===== config.mk =====
export PLATFORM = sky130hd
export DESIGN_NAME = taxi_eth_lfc_tx_gen
export DESIGN_NICKNAME = d
export VERILOG_FILES = /design/src/rtl/taxi_eth_lfc_pkg.sv /design/src/rtl/taxi_eth_lfc_refresh_timer.sv /design/src/rtl/taxi_eth_lfc_tx_gen.sv
export SDC_FILE = /design/constraint.sdc
export NUM_CORES = 1
export LEC_CHECK = 0
export BUFFER_PORTS_ARGS = -buffer_cell sky130_fd_sc_hd__buf_2
export CAP_MARGIN = 20
export CORE_AREA = 10 10 150 152
export CTS_BUF_LIST = sky130_fd_sc_hd__clkbuf_8
export DETAILED_ROUTE_END_ITERATION = 7
export DIE_AREA = 0 0 160 162
export PLACE_DENSITY = 0.81
export SYNTH_ARGS = -nofsm -noshare
export SYNTH_HDL_FRONTEND = slang
export SYNTH_SLANG_ARGS = --single-unit
export TNS_END_PERCENT = 30

===== constraint.sdc =====
create_clock -name tx_clk -period 5.19 [get_ports tx_clk]
set_clock_uncertainty 0.15 [all_clocks]
set_input_delay 1.038 -clock tx_clk [delete_from_list [all_inputs] [get_ports tx_clk]]
set_output_delay 1.038 -clock tx_clk [all_outputs]
set_load 0.02 [all_outputs]

===== src/rtl/taxi_eth_lfc_pkg.sv =====
// taxi_eth_lfc_pkg: shared constants, FSM state type, header snapshot and
// beat structs, and the beat formatter for 802.3 annex 31B PAUSE frames.
package taxi_eth_lfc_pkg;

  localparam logic [15:0] LFC_ETH_TYPE    = 16'h8808;
  localparam logic [15:0] LFC_OPCODE      = 16'h0001;
  localparam int          LFC_FRAME_BYTES = 60;
  localparam int          LFC_BEATS       = 8;
  localparam int          QUANTA_CYCLES   = 8;

  typedef enum logic {ST_IDLE, ST_SEND} lfc_state_t;

  typedef struct packed {
    logic [47:0] dst;
    logic [47:0] src;
    logic [15:0] eth_type;
    logic [15:0] opcode;
    logic [15:0] ptime;
  } lfc_hdr_t;

  typedef struct packed {
    logic [63:0] data;
    logic [7:0]  keep;
    logic        last;
  } lfc_beat_t;

  // Byte n of the frame lands in data[8n+7:8n]; multi-byte fields are
  // big-endian on the wire, so they appear byte-reversed in each word.
  function automatic lfc_beat_t lfc_beat(input logic [2:0] beat, input lfc_hdr_t h);
    lfc_beat_t b;
    b.data = '0;
    b.keep = 8'hFF;
    b.last = 1'b0;
    case (beat)
      3'd0: b.data = {h.src[39:32], h.src[47:40], h.dst[7:0], h.dst[15:8],
                      h.dst[23:16], h.dst[31:24], h.dst[39:32], h.dst[47:40]};
      3'd1: b.data = {h.opcode[7:0], h.opcode[15:8], h.eth_type[7:0], h.eth_type[15:8],
                      h.src[7:0], h.src[15:8], h.src[23:16], h.src[31:24]};
      3'd2: b.data = {48'h0, h.ptime[7:0], h.ptime[15:8]};
      3'd7: begin
        b.keep = 8'h0F;
        b.last = 1'b1;
      end
      default: ;
    endcase
    return b;
  endfunction

endpackage


===== src/rtl/taxi_eth_lfc_refresh_timer.sv =====
// taxi_eth_lfc_refresh_timer: XOFF refresh timer. A prescaler divides the
// clock into pause quanta; the quanta counter pulses expire when it reaches
// period and then restarts.
//   clk, rst : clock, synchronous active-high reset
//   run      : count enable
//   clear    : zero prescaler and counter (wins over run)
//   period   : expiry period in quanta
//   expire   : one-cycle pulse on expiry
module taxi_eth_lfc_refresh_timer
  import taxi_eth_lfc_pkg::*;
(
  input  logic        clk,
  input  logic        rst,
  input  logic        run,
  input  logic        clear,
  input  logic [15:0] period,
  output logic        expire
);

  localparam int PW = $clog2(QUANTA_CYCLES);

  logic [PW-1:0] presc;
  logic [15:0]   cnt;
  logic [16:0]   cnt_inc;
  logic          tick;

  assign tick    = run && (presc == PW'(QUANTA_CYCLES - 1));
  assign cnt_inc = {1'b0, cnt} + 17'd1;
  // >= so that a period lowered below the running count fires on the next tick
  assign expire  = tick && !clear && (cnt_inc >= {1'b0, period});

  always_ff @(posedge clk) begin
    if (rst || clear) begin
      presc <= '0;
      cnt   <= '0;
    end else if (run) begin
      presc <= presc + PW'(1);
      if (tick) cnt <= expire ? 16'd0 : cnt_inc[15:0];
    end
  end

endmodule


===== src/rtl/taxi_eth_lfc_tx_gen.sv =====
// taxi_eth_lfc_tx_gen: link-level flow control PAUSE frame generator for the
// 64-bit TX AXI-stream path. Turns the tx_lfc_req level into XOFF/XON frames
// (60 bytes, no FCS) and resends XOFF every cfg_tx_lfc_refresh quanta.
//   tx_clk, tx_rst        : clock, synchronous active-high reset
//   m_axis_*              : frame output stream (tuser always 0)
//   tx_lfc_req            : pause request level
//   tx_lfc_resend         : pulse, send a frame reflecting current req
//   cfg_tx_lfc_*          : enable, addresses, type/opcode, quanta, refresh
//   stat_tx_lfc_pkt/xon/xoff : one-cycle pulses after each frame's tlast
//   busy                  : frame in flight or pending
module taxi_eth_lfc_tx_gen
  import taxi_eth_lfc_pkg::*;
#(
  parameter int DATA_W = 64,
  parameter int KEEP_W = DATA_W/8,
  parameter int USER_W = 1
) (
  input  logic              tx_clk,
  input  logic              tx_rst,
  output logic [DATA_W-1:0] m_axis_tdata,
  output logic [KEEP_W-1:0] m_axis_tkeep,
  output logic              m_axis_tvalid,
  input  logic              m_axis_tready,
  output logic              m_axis_tlast,
  output logic [USER_W-1:0] m_axis_tuser,
  input  logic              tx_lfc_req,
  input  logic              tx_lfc_resend,
  input  logic              cfg_tx_lfc_en,
  input  logic [47:0]       cfg_tx_lfc_eth_dst,
  input  logic [47:0]       cfg_tx_lfc_eth_src,
  input  logic [15:0]       cfg_tx_lfc_eth_type,
  input  logic [15:0]       cfg_tx_lfc_opcode,
  input  logic [15:0]       cfg_tx_lfc_quanta,
  input  logic [15:0]       cfg_tx_lfc_refresh,
  output logic              stat_tx_lfc_pkt,
  output logic              stat_tx_lfc_xon,
  output logic              stat_tx_lfc_xoff,
  output logic              busy
);

  if (DATA_W != 64) begin : g_bad_width
    $error("taxi_eth_lfc_tx_gen supports DATA_W=64 only");
  end

  lfc_state_t state;
  logic [2:0] beat;
  logic       req_q;
  logic       pending;
  logic       snap_xoff;
  lfc_hdr_t   snap;
  lfc_hdr_t   hdr_cfg;
  lfc_hdr_t   hdr_sel;
  lfc_beat_t  nxt;
  logic       start;
  logic       accept;
  logic       expire;
  logic       evt;

  assign start  = (state == ST_IDLE) && pending && cfg_tx_lfc_en;
  assign accept = m_axis_tvalid && m_axis_tready;
  // Level changes are seen against the registered copy, so a req held high
  // through reset release looks like a rising edge.
  assign evt    = cfg_tx_lfc_en && ((tx_lfc_req ^ req_q) || tx_lfc_resend || expire);

  taxi_eth_lfc_refresh_timer u_refresh (
    .clk    (tx_clk),
    .rst    (tx_rst),
    .run    (cfg_tx_lfc_refresh != 16'd0),
    .clear  (!tx_lfc_req || (start && tx_lfc_req)),
    .period (cfg_tx_lfc_refresh),
    .expire (expire)
  );

  always_comb begin
    hdr_cfg.dst      = cfg_tx_lfc_eth_dst;
    hdr_cfg.src      = cfg_tx_lfc_eth_src;
    hdr_cfg.eth_type = cfg_tx_lfc_eth_type;
    hdr_cfg.opcode   = cfg_tx_lfc_opcode;
    hdr_cfg.ptime    = tx_lfc_req ? cfg_tx_lfc_quanta : 16'h0000;
  end

  // Beat 0 comes straight from cfg (snapshot is loaded on the same edge);
  // later beats come from the snapshot.
  assign hdr_sel = (state == ST_IDLE) ? hdr_cfg : snap;
  assign nxt     = lfc_beat((state == ST_IDLE) ? 3'd0 : beat + 3'd1, hdr_sel);

  assign m_axis_tuser = '0;
  assign busy         = (state == ST_SEND) || pending;

  always_ff @(posedge tx_clk) begin
    if (tx_rst) begin
      state            <= ST_IDLE;
      beat             <= '0;
      req_q            <= 1'b0;
      pending          <= 1'b0;
      snap_xoff        <= 1'b0;
      snap             <= '0;
      m_axis_tdata     <= '0;
      m_axis_tkeep     <= '0;
      m_axis_tvalid    <= 1'b0;
      m_axis_tlast     <= 1'b0;
      stat_tx_lfc_pkt  <= 1'b0;
      stat_tx_lfc_xon  <= 1'b0;
      stat_tx_lfc_xoff <= 1'b0;
    end else begin
      req_q            <= tx_lfc_req;
      stat_tx_lfc_pkt  <= 1'b0;
      stat_tx_lfc_xon  <= 1'b0;
      stat_tx_lfc_xoff <= 1'b0;

      // An event on the start edge stays pending so it is not lost.
      if (!cfg_tx_lfc_en) pending <= 1'b0;
      else if (evt)       pending <= 1'b1;
      else if (start)     pending <= 1'b0;

      case (state)
        ST_IDLE: begin
          if (start) begin
            snap          <= hdr_cfg;
            snap_xoff     <= tx_lfc_req;
            beat          <= 3'd0;
            m_axis_tdata  <= nxt.data;
            m_axis_tkeep  <= nxt.keep;
            m_axis_tlast  <= nxt.last;
            m_axis_tvalid <= 1'b1;
            state         <= ST_SEND;
          end
        end
        ST_SEND: begin
          if (accept) begin
            if (beat == 3'(LFC_BEATS - 1)) begin
              m_axis_tvalid    <= 1'b0;
              m_axis_tdata     <= '0;
              m_axis_tkeep     <= '0;
              m_axis_tlast     <= 1'b0;
              stat_tx_lfc_pkt  <= 1'b1;
              stat_tx_lfc_xoff <= snap_xoff;
              stat_tx_lfc_xon  <= !snap_xoff;
              state            <= ST_IDLE;
            end else begin
              beat         <= beat + 3'd1;
              m_axis_tdata <= nxt.data;
              m_axis_tkeep <= nxt.keep;
              m_axis_tlast <= nxt.last;
            end
          end
        end
        default: state <= ST_IDLE;
      endcase
    end
  end

endmodule


-- Word level (Yosys, flattened, before mapping)
Cells that the tools add are included.
- output and inout bits: 79
- input bits: 166
- logic and storage cells: 97
- bits in registers: 247
- bitwise gates (word level): 5
- eq/ne operators: 9
- reductions and logical operators: 27
- $lt $le $gt $ge: 1
- multiplexer cells: 33
- add/sub/neg operators: 3
- operators by type and width (kind ; number):
    $mux 64 ; 3
    $pmux 64 s3 ; 1
    $mux 144 ; 1
    $pmux 64 s2 ; 1
    $mux 16 ; 2
    $mux 8 ; 3
    $add 16x1->17 const B ; 1
    $ge 17x16->1 ; 1
    $pmux 8 s2 ; 1
    $reduce_bool 16->1 ; 1
    $mux 1 ; 12
    $mux 3 ; 4
    $eq 3x3->1 const B ; 3
    $mux 9 ; 1
    $logic_and 1x1->1 ; 8
    $add 3x1->3 const B ; 2
    $pmux 1 s2 ; 3
    $pmux 3 s2 ; 1
    $reduce_and 2->1 ; 3
    $reduce_and 3->1 ; 2
    $logic_or 1x1->1 ; 5
    $ne 2x1->1 const B ; 2
    $ne 2x2->1 const B ; 2
    $not 1->1 ; 4
    9 further kinds ; 11

-- Depth between registers and ports, before layout
Gate-level depths: netlist (run 1).
- word-level depth: 11
- mapped depth: 14
- depth with buffers taken out: 13

-- Hierarchy
From an unflattened synthesis (run 1), not the netlist that was laid out.
- cell total of the unflattened synthesis: 1176
- area, all modules: 10104.7 sq um
- by module, submodules not included (module ; times used ; cells an instance ; area an instance (sq um) ; sequential area each (sq um)):
    taxi_eth_lfc_tx_gen ; 1 ; 973 ; 8500.7 ; 4444.3
    taxi_eth_lfc_refresh_timer ; 1 ; 203 ; 1604.0 ; 380.4

-- Worst setup path after synthesis (run 1)
No wires, ideal clock.
- path kind: flip-flop to flip-flop
- start point: register u_refresh.cnt[0]
- end point: register u_refresh.cnt[0]
- data required time: 4.969 ns
- slack: 1.942 ns
- path buffers: 0
- data arrival time: 3.027 ns
- cell stages (with the launch flop): 14
- period minus slack after synthesis: 3.248 ns
- cell sequence: dfxtp_1 -> ha_1 -> nand3_1 -> nor3_1 -> and3_1 -> xnor2_1 -> inv_1 -> ha_1 -> nand3_1 -> nor2_1 -> o22a_2 -> or3_4 -> or4_1 -> a21oi_1
- longest elaborated chain between the ends: 4
- RTL lines (item ; RTL line ; RTL):
    from (decl) ; taxi_eth_lfc_refresh_timer.sv:23 ; logic [15:0] cnt;
    from (signal assigned) ; taxi_eth_lfc_refresh_timer.sv:38 ; if (tick) cnt <= expire ? 16'd0 : cnt_inc[15:0];
    $add 16x1->17 * ; taxi_eth_lfc_refresh_timer.sv:28 ; assign cnt_inc = {1'b0, cnt} + 17'd1;
    $ge 17x16->1 ; taxi_eth_lfc_refresh_timer.sv:30 ; assign expire = tick && !clear && (cnt_inc >= {1'b0, period});
    $logic_and 1x1->1 ; taxi_eth_lfc_refresh_timer.sv:30 ;
    $mux 16 * ; taxi_eth_lfc_refresh_timer.sv:38 ;
Every way passes the cells marked *; elsewhere a longest branch is shown, timed or not.
A chain may end at the register's enable or synchronous reset.

-- Worst setup path after layout (run 1)
Ends and elaborated chain as after synthesis.

==> metrics.md, run 1 <==
| Metric | Value |
|---|---|
| Final period util | 0.713 |
| Least-Margin Pin Slew | 1.10 ns |
| Remaining global-route overflow | 0 |
| Post-CTS sizing | 0 |
| Max_cap viols | 0 |
| Fraction of the yosys area taken by sequential cells | 0.454 |
| Layout cells sized above 1 | 0.211 |
| FF/Latch Area | approximately 0.0048 mm² |
| First-pass GRT wire length | 49800 µm |
| Pleak | roughly 0.0050 µW |
| Drt first-iter violations | just under 800 |
| DP HPWL | around 20000 µm |
| Total wire length | 31100 µm |
| PnR Total Power | about 4000 µW |
| Final ANT Viol Nets | 0 |
| Vias | 10040 |
| Syn avg cell area | roughly 7.9 µm² |
| Routability cong. | around 0.86 |
| Yosys warns | 0 |
| Die Wd | between 150 and 200 µm |
| Number of library cell types mapped by synthesis | 47 |
| CTS tree | built |
| Top FF cell, synth | dfxtp_1 |
| Filler cell count | approximately 1700 |
| Root buf cell | clkbuf_8 |
| Core Util, Final | 0.652 |
| Synth Cell Area | ~0.011 mm² |
| Io pins | roughly 250 |
| Die height | roughly 160 µm |
| Final net count | 1712 |
| CTS Buf Count | just over 40 |
| Worst Setup Path Type | register to register |
| Initial antenna violation count | 4 |
| Fmax | 270 MHz |
| Layout area overhead | 19.2% |
| Setup Fix Bufs, Post-CTS | 0 |
| IO Port Bufs | between 200 and 250 |
| Setup TNS | 0 ns |
| Final Hold Vio Count | 0 |
| WL/cell | 17.0 µm |
| Initial Util | 0.547 |
| Status | completed |
| Setup crit start kind | register |
| Critical path arrival | between 3 and 4 ns |
| Cell area power density | 326 mW/mm² |
| Worst-skew pair later-pin latency | about 0.54 ns |
| Number of global-route vias before repair | just under 10000 |
| Largest net degree at the start of global routing | around 110 |
| Multi-input logic area | roughly 0.0052 mm² |
| Synth Instances | between 1000 and 1500 |
| HP Class | register to register |
| Setup-failing EPs final | 0 |
| Gr usage total | 0.226 |
| Vias/cell | 5.51 |
| Final slew viol count | 0 |
| Clk slew on worst S/H paths | ~0.06 ns |
| Critical path required time | 5.48 ns |
| Most common cell after layout, fill and taps aside | nand2_1 |
| TritonRoute pass-1 iters | 5 |
| RSZ-0062 raised after global routing | false |
| Fin crit period | between 3 and 4 ns |
| R2R Setup Slk | between 1 and 1.5 ns |
| CTS H-tree lvls | 2 |
| Critical path peak fanout | 7 |
| Clk buf depth | 3 |
| Area of the die | 0.0259 mm² |
| Drc violations | 0 |
| FF+latch count, synth | around 240 |
| Core area | around 0.019 mm² |
| Hold-fix buffers at CTS | 0 |
| Most frequent cells in the layout | nand2_1, buf_2, dfxtp_1, a21oi_1, a22oi_1 |
| Synth async-reset ratio | 0 |
| Post-synth EDFFs | 0 |
| Slew Limit Headroom | 0.265 |
| Row cnt | 51 |
| Crit. End Element | register |
| Maximum VDD drop | 0.000208 V |
| CTS sink cnt | ~240 |
| Syn nets | 1526 |
area by class of cell:
cell class | instances | share of cell area
multi-input cells | 964 | 0.413
flip-flops and latches | 241 | 0.382
repair buffers | 255 | 0.105
clock buffers | 56 | 0.0609
well taps | 265 | 0.0262
inverters | 22 | 0.00653
clock inverters | 17 | 0.00623
diodes | 3 | 0.000593
metrics by stage:
stage          hold slack [ns]  cell area (µm²)  worst slack, ns  cells
2_1_floorplan            0.256            10600             1.94   1339
3_3_place_gp             0.269            11800             1.59   1747
3_5_place_dp             0.282            11800             1.51   1747
4_1_cts                  0.286            12600             1.49   1820
5_1_grt                  0.311            12600             1.21   1820
6_report                 0.282            12700             1.49   1823
metal layers:
layer  vias up  global-route usage  share of wire
met3        58              0.0698          0.085
li1       4929                   -              -
met2       354               0.373           0.47
met5         -                   0        0.00042
met1      4697               0.275           0.42
met4         2              0.0739          0.021
state kept, by name, summed over array words and instances (netlist names), 2 cells and up:
| name | count |
|---|---|
| snap | 144 |
| m_axis_tdata | 64 |
| u_refresh.cnt | 16 |
| beat | 3 |
| u_refresh.presc | 3 |
| m_axis_tkeep | 2 |
path summary, 6_finish.rpt:
kind | startpoint | to | depth (start not counted)
worst max-delay path | u_refresh.cnt[0] | u_refresh.cnt[0] | 13
worst min-delay path | snap_xoff | stat_tx_lfc_xon | 1
worst max register to register | u_refresh.cnt[0] | u_refresh.cnt[0] | 13
worst min register to register | snap_xoff | stat_tx_lfc_xon | 1
Yosys cell counts (all sizes together) (2+ instances only):
library cell,n,area (µm²)
nand2,349,1310
dfxtp,241,4820
a21oi,172,861
a22oi,82,621
nor2,77,289
clkbuf,75,283
o21ai,68,340
mux2i,67,671
buf,37,218
nand3,33,165
inv,22,82.6
ha,21,263
xnor2,12,105
nor3,11,60.1
and2,9,56.3
nand4,7,43.8
nand4b,6,52.6
nor4,6,37.5
and3,4,25.0
nand2b,4,25.0
nor2b,4,25.0
or3,4,30.0
xor2,4,35.0
nor3b,3,22.5
o211ai,3,22.5
o31ai,3,22.5
a21boi,2,18.8
or4,2,15.0
worst max-delay path: stages (launching register included):
cell and delay [ns]:
dfxtp_1 0.42, ha_1 0.25, nand3_1 0.25, nor3_1 0.38
and3_1 0.22, xnor2_1 0.14, inv_1 0.07, ha_1 0.32
nand3_1 0.15, nor2_1 0.06, o22a_2 0.25, or3_4 0.42
or4_1 0.40, a21oi_1 0.14
report_power, final:
part	total (µW)	internal, µW	switching, µW
clock	1730	962	770
combinational	431	162	269
sequential	1960	1910	42.5
cell families after synthesis:
| logic type | after synthesis | share of synthesized area |
|---|---|---|
| AND/OR/NAND/NOR | 522 | 0.205 |
| AO/OA/AOI/OAI | 337 | 0.184 |
| flip-flops | 241 | 0.454 |
| buffers and inverters | 134 | 0.0549 |
| multiplexers | 67 | 0.0632 |
| adder cells (fa/ha/maj) | 21 | 0.0247 |
| XOR/XNOR | 16 | 0.0132 |
| other | 1 | 0.000353 |
Note: power is estimated with default switching activity, not from simulation.
==> inputs of run 2 (changes only) <==
- ABC_AREA: unset -> 1
- CORE_AREA: 10 10 150 152 -> 10 10 157 159
- DIE_AREA: 0 0 160 162 -> 0 0 167 169
- PLACE_DENSITY: 0.81 -> 0.79
- clock period: 5.19 -> 3.8 ns (I/O delays scaled with it)
==> metrics.md, run 2 <==
| Metric | Value |
|---|---|
| Status | completed |
| Largest family of logic cells by synthesized area | compound AO/OA/AOI/OAI gates |
| Hold Path End | snap[99] |
| Worst hold slack | around 0.3 ns |
| Power share of the combinational group | 0.151 |
| Layout area overhead | 16.6% |
| Root buf cell | clkbuf_8 |
| Layout cells sized above 1 | 0.193 |
| Clk slew on worst S/H paths | roughly 0.060 ns |
| First-pass GRT wire length | 54700 µm |
| Final period util | 0.809 |
| Routability cong. | 0.895 |
| Most frequent cells in the layout | nand2_1, buf_2, dfxtp_1, o21ai_0, inv_1 |
| Fraction of the yosys area taken by sequential cells | 0.416 |
| Post-synth EDFFs | 0 |
| Most used cell, CP | nand2_1 |
| CP top delay family | simple AND/OR/NAND/NOR gates |
| Io pins | 245 |
| Clk buf depth | 3 |
| Cell chain of the critical path | ha_1, nand3_1, nor2_2, nand4_1, nor2_1, nand2_1, xor2_1, inv_1, ha_1, nand2_1, nor2_1, nand4_1, nand2_1, a21oi_1, nand2_1, nand2_2, nand3_1, a21oi_1 |
| Post-CTS sizing | 0 |
| Worst Setup Path Type | register to register |
| Fin crit period | roughly 3.1 ns |
| Slew Limit Headroom | 0.389 |
| CTS sink cnt | around 240 |
| Met2 usage | 0.378 |
| Adder-cell share of the synthesized area | 0.0227 |
| Synth area leaders | dfxtp_1, nand2_1, o21ai_0, inv_1, a21oi_1 |
| Drc violations | 0 |
| Compound-gate portion of the synthesized area | 0.230 |
| Hold-fix buffers at CTS | 0 |
| Die height | 169 µm |
| Largest reg by FF count | snap |
| Setup TNS | 0 ns |
| Critical path arrival | around 3.4 ns |
| Synth Cell Area | 0.0116 mm² |
| Final net count | between 1500 and 2000 |
| Gr usage total | 0.227 |
| Setup Fix Bufs, Post-CTS | 0 |
| Routing usage on met3 | 0.0491 |
| Post-synth top area share | 0.416 |
| Design area | 0.0135 mm² |
| Seq pwr share | 0.461 |
| Synth Area in XOR/XNOR | 0.0106 |
| WL/cell | approximately 16 µm |
| CTS tree | built |
| Reg2Reg Launch Point | u_refresh.cnt[0] |
| Area of the die | 0.0282 mm² |
| Simple-Gate Fraction of Synth Area | 0.213 |
| Filler cell count | between 2000 and 2500 |
| Drt first-iter violations | around 1000 |
| Max FFs per register | around 140 |
| Fmax | roughly 330 MHz |
| Busiest grt layer | met2 |
| Synth Instances | approximately 1600 |
| Number of global-route vias before repair | 11024 |
| CTS H-tree lvls | 2 |
| Sw Ratio | 0.283 |
| Slowest cell on crit path | dfxtp_1 |
| Final Hold Vio Count | 0 |
| CTS Buf Count | 42 |
| DP HPWL | 21800 µm |
| Maximum VDD drop | roughly 0.00026 V |
| RSZ-0062 raised after global routing | false |
| Final ANT Viol Nets | 0 |
| Yosys warns | 0 |
| Sw power | 1630 µW |
| IO Port Bufs | approximately 240 |
| Final Non-Filler Cells | 2105 |
| HP Class | register to register |
| GR Util met1 | 0.288 |
| Worst-skew pair later-pin latency | approximately 0.53 ns |
| DP Area | approximately 0.013 mm² |
| RR Endpoint | u_refresh.cnt[12] |
| Initial Util | 0.538 |
| Final slew viol count | 0 |
| WP buf/inv | 1 |
| Place WS | roughly 0.8 ns |
| Largest net degree at the start of global routing | about 150 |
| Syn avg cell area | slightly above 7 µm² |
| Mux share of post-synthesis cell area | 0 |
| FF+latch count, synth | around 240 |
| Setup crit start kind | register |
| Critical path peak fanout | 17 |
| Vias/cell | between 5 and 6 |
| Synth area leader | dfxtp_1 |
| Critical path required time | between 4 and 5 ns |
| Setup-failing EPs final | 0 |
| Number of library cell types mapped by synthesis | 35 |
| Largest stage delay on the critical path | around 0.37 ns |
| Hold path cells | 2 |
| Top-count cell post-synth | nand2_1 |
| Top FF cell, synth | dfxtp_1 |
| R2R Setup Slk | between 0.7 and 0.8 ns |
| Total wire length | roughly 34000 µm |
| Initial antenna violation count | 1 |
| Internal power | around 4100 µW |
| Row cnt | 54 |
| Top flop regs | snap: 144 flops, m_axis_tdata: 64 flops, u_refresh.cnt: 16 flops |
| Final setup margin | 0.725 ns |
| Remaining global-route overflow | 0 |
| TritonRoute pass-1 iters | 6 |
| Vias | roughly 11000 |
| Syn nets | 1807 |
| Inst Count DP | 2034 |
| Commonest cells in the netlist | nand2_1, dfxtp_1, o21ai_0 |
| Synth async-reset ratio | 0 |
| Least-Margin Pin Slew | 0.917 ns |
| Clk pwr share | 0.388 |
| Pleak | ~0.0058 µW |
| Crit. End Element | register |
| Most common cell after layout, fill and taps aside | nand2_1 |
| Beginning of the worst hold path | snap[99] |
| Die Wd | between 150 and 200 µm |
| Core area | approximately 0.022 mm² |
| Cell area power density | 427 mW/mm² |
| R2R cell count | 18 |
| Max_cap viols | 0 |
==> run 2: cell types whose count changed in the layout (fill, tap and decap cells not counted), sizes merged, moves of 7 or more <==
cell    before  now
a211oi       1   63
a21oi      172  136
a22o         0   48
a22oi       82    1
and2         9    0
inv         37  188
mux2i       67    0
nand2      349  387
nand3       33   95
nor2        77   94
o21ai       68  207
xnor2       12    5
==> run 2: worst register-to-register path, cell delays in order, from the launching register on <==
cell and delay (ns):
dfxtp_1 0.37, ha_1 0.20, nand3_1 0.14, nor2_2 0.17
nand4_1 0.14, nor2_1 0.21, nand2_1 0.13, xor2_1 0.14
inv_1 0.08, ha_1 0.28, nand2_1 0.09, nor2_1 0.05
nand4_1 0.08, nand2_1 0.05, a21oi_1 0.12, nand2_1 0.08
nand2_2 0.26, nand3_1 0.13, a21oi_1 0.14
==> run 2: final cells by class <==
type | count | area, µm² | share of cell area
tap | 280 | 350 | 0.0259
antenna | 1 | 2.50 | 0.000185
multi-input combinational | 1083 | 5520 | 0.408
inverter | 173 | 657 | 0.0486
clock inverter | 17 | 68.8 | 0.00509
sequential | 241 | 4830 | 0.357
timing repair buffer | 258 | 1380 | 0.102
clock buffer | 52 | 716 | 0.0529
==> run 2: metal layers <==
metal | vias to the layer above | routed length [µm]
met5 | - | 0
met2 | 411 | 15700
li1 | 5698 | -
met1 | 5212 | 14900
met4 | 0 | 818
met3 | 70 | 2490
==> run 2: per-stage QoR <==
stage	utilization	total power, µW
6_report	0.628	5770
5_1_grt	0.627	6030
4_1_cts	0.626	5800
3_5_place_dp	0.590	3570
3_3_place_gp	0.590	3560
2_1_floorplan	-	3310
==> run 2: power groups by stage <==
stage,Clock (µW),Sequential [µW],Combinational (µW)
floorplan,0,2710,606
global placement,0,2710,849
detailed placement,0,2710,861
CTS,2270,2660,866
finish,2240,2660,872
global route,2390,2670,973
==> run 2: kinds of logic after synthesis <==
kind of cell,count (synthesis)
simple gates,591
other cells,1
flops,241
xor+xnor,14
fa+ha+maj,21
compound gates,456
buf+inv,296
==> run 2: how the worst max path moves through the flow <==
stage	from	endpoint	cells after the start
floorplan	u_refresh.cnt[0]	u_refresh.cnt[10]	19
global placement	cfg_tx_lfc_en	m_axis_tdata[30]	7
detailed placement	u_refresh.cnt[0]	u_refresh.cnt[1]	18
CTS	u_refresh.cnt[0]	u_refresh.cnt[1]	18
global route	u_refresh.cnt[0]	pending	18
finish	u_refresh.cnt[0]	u_refresh.cnt[12]	18
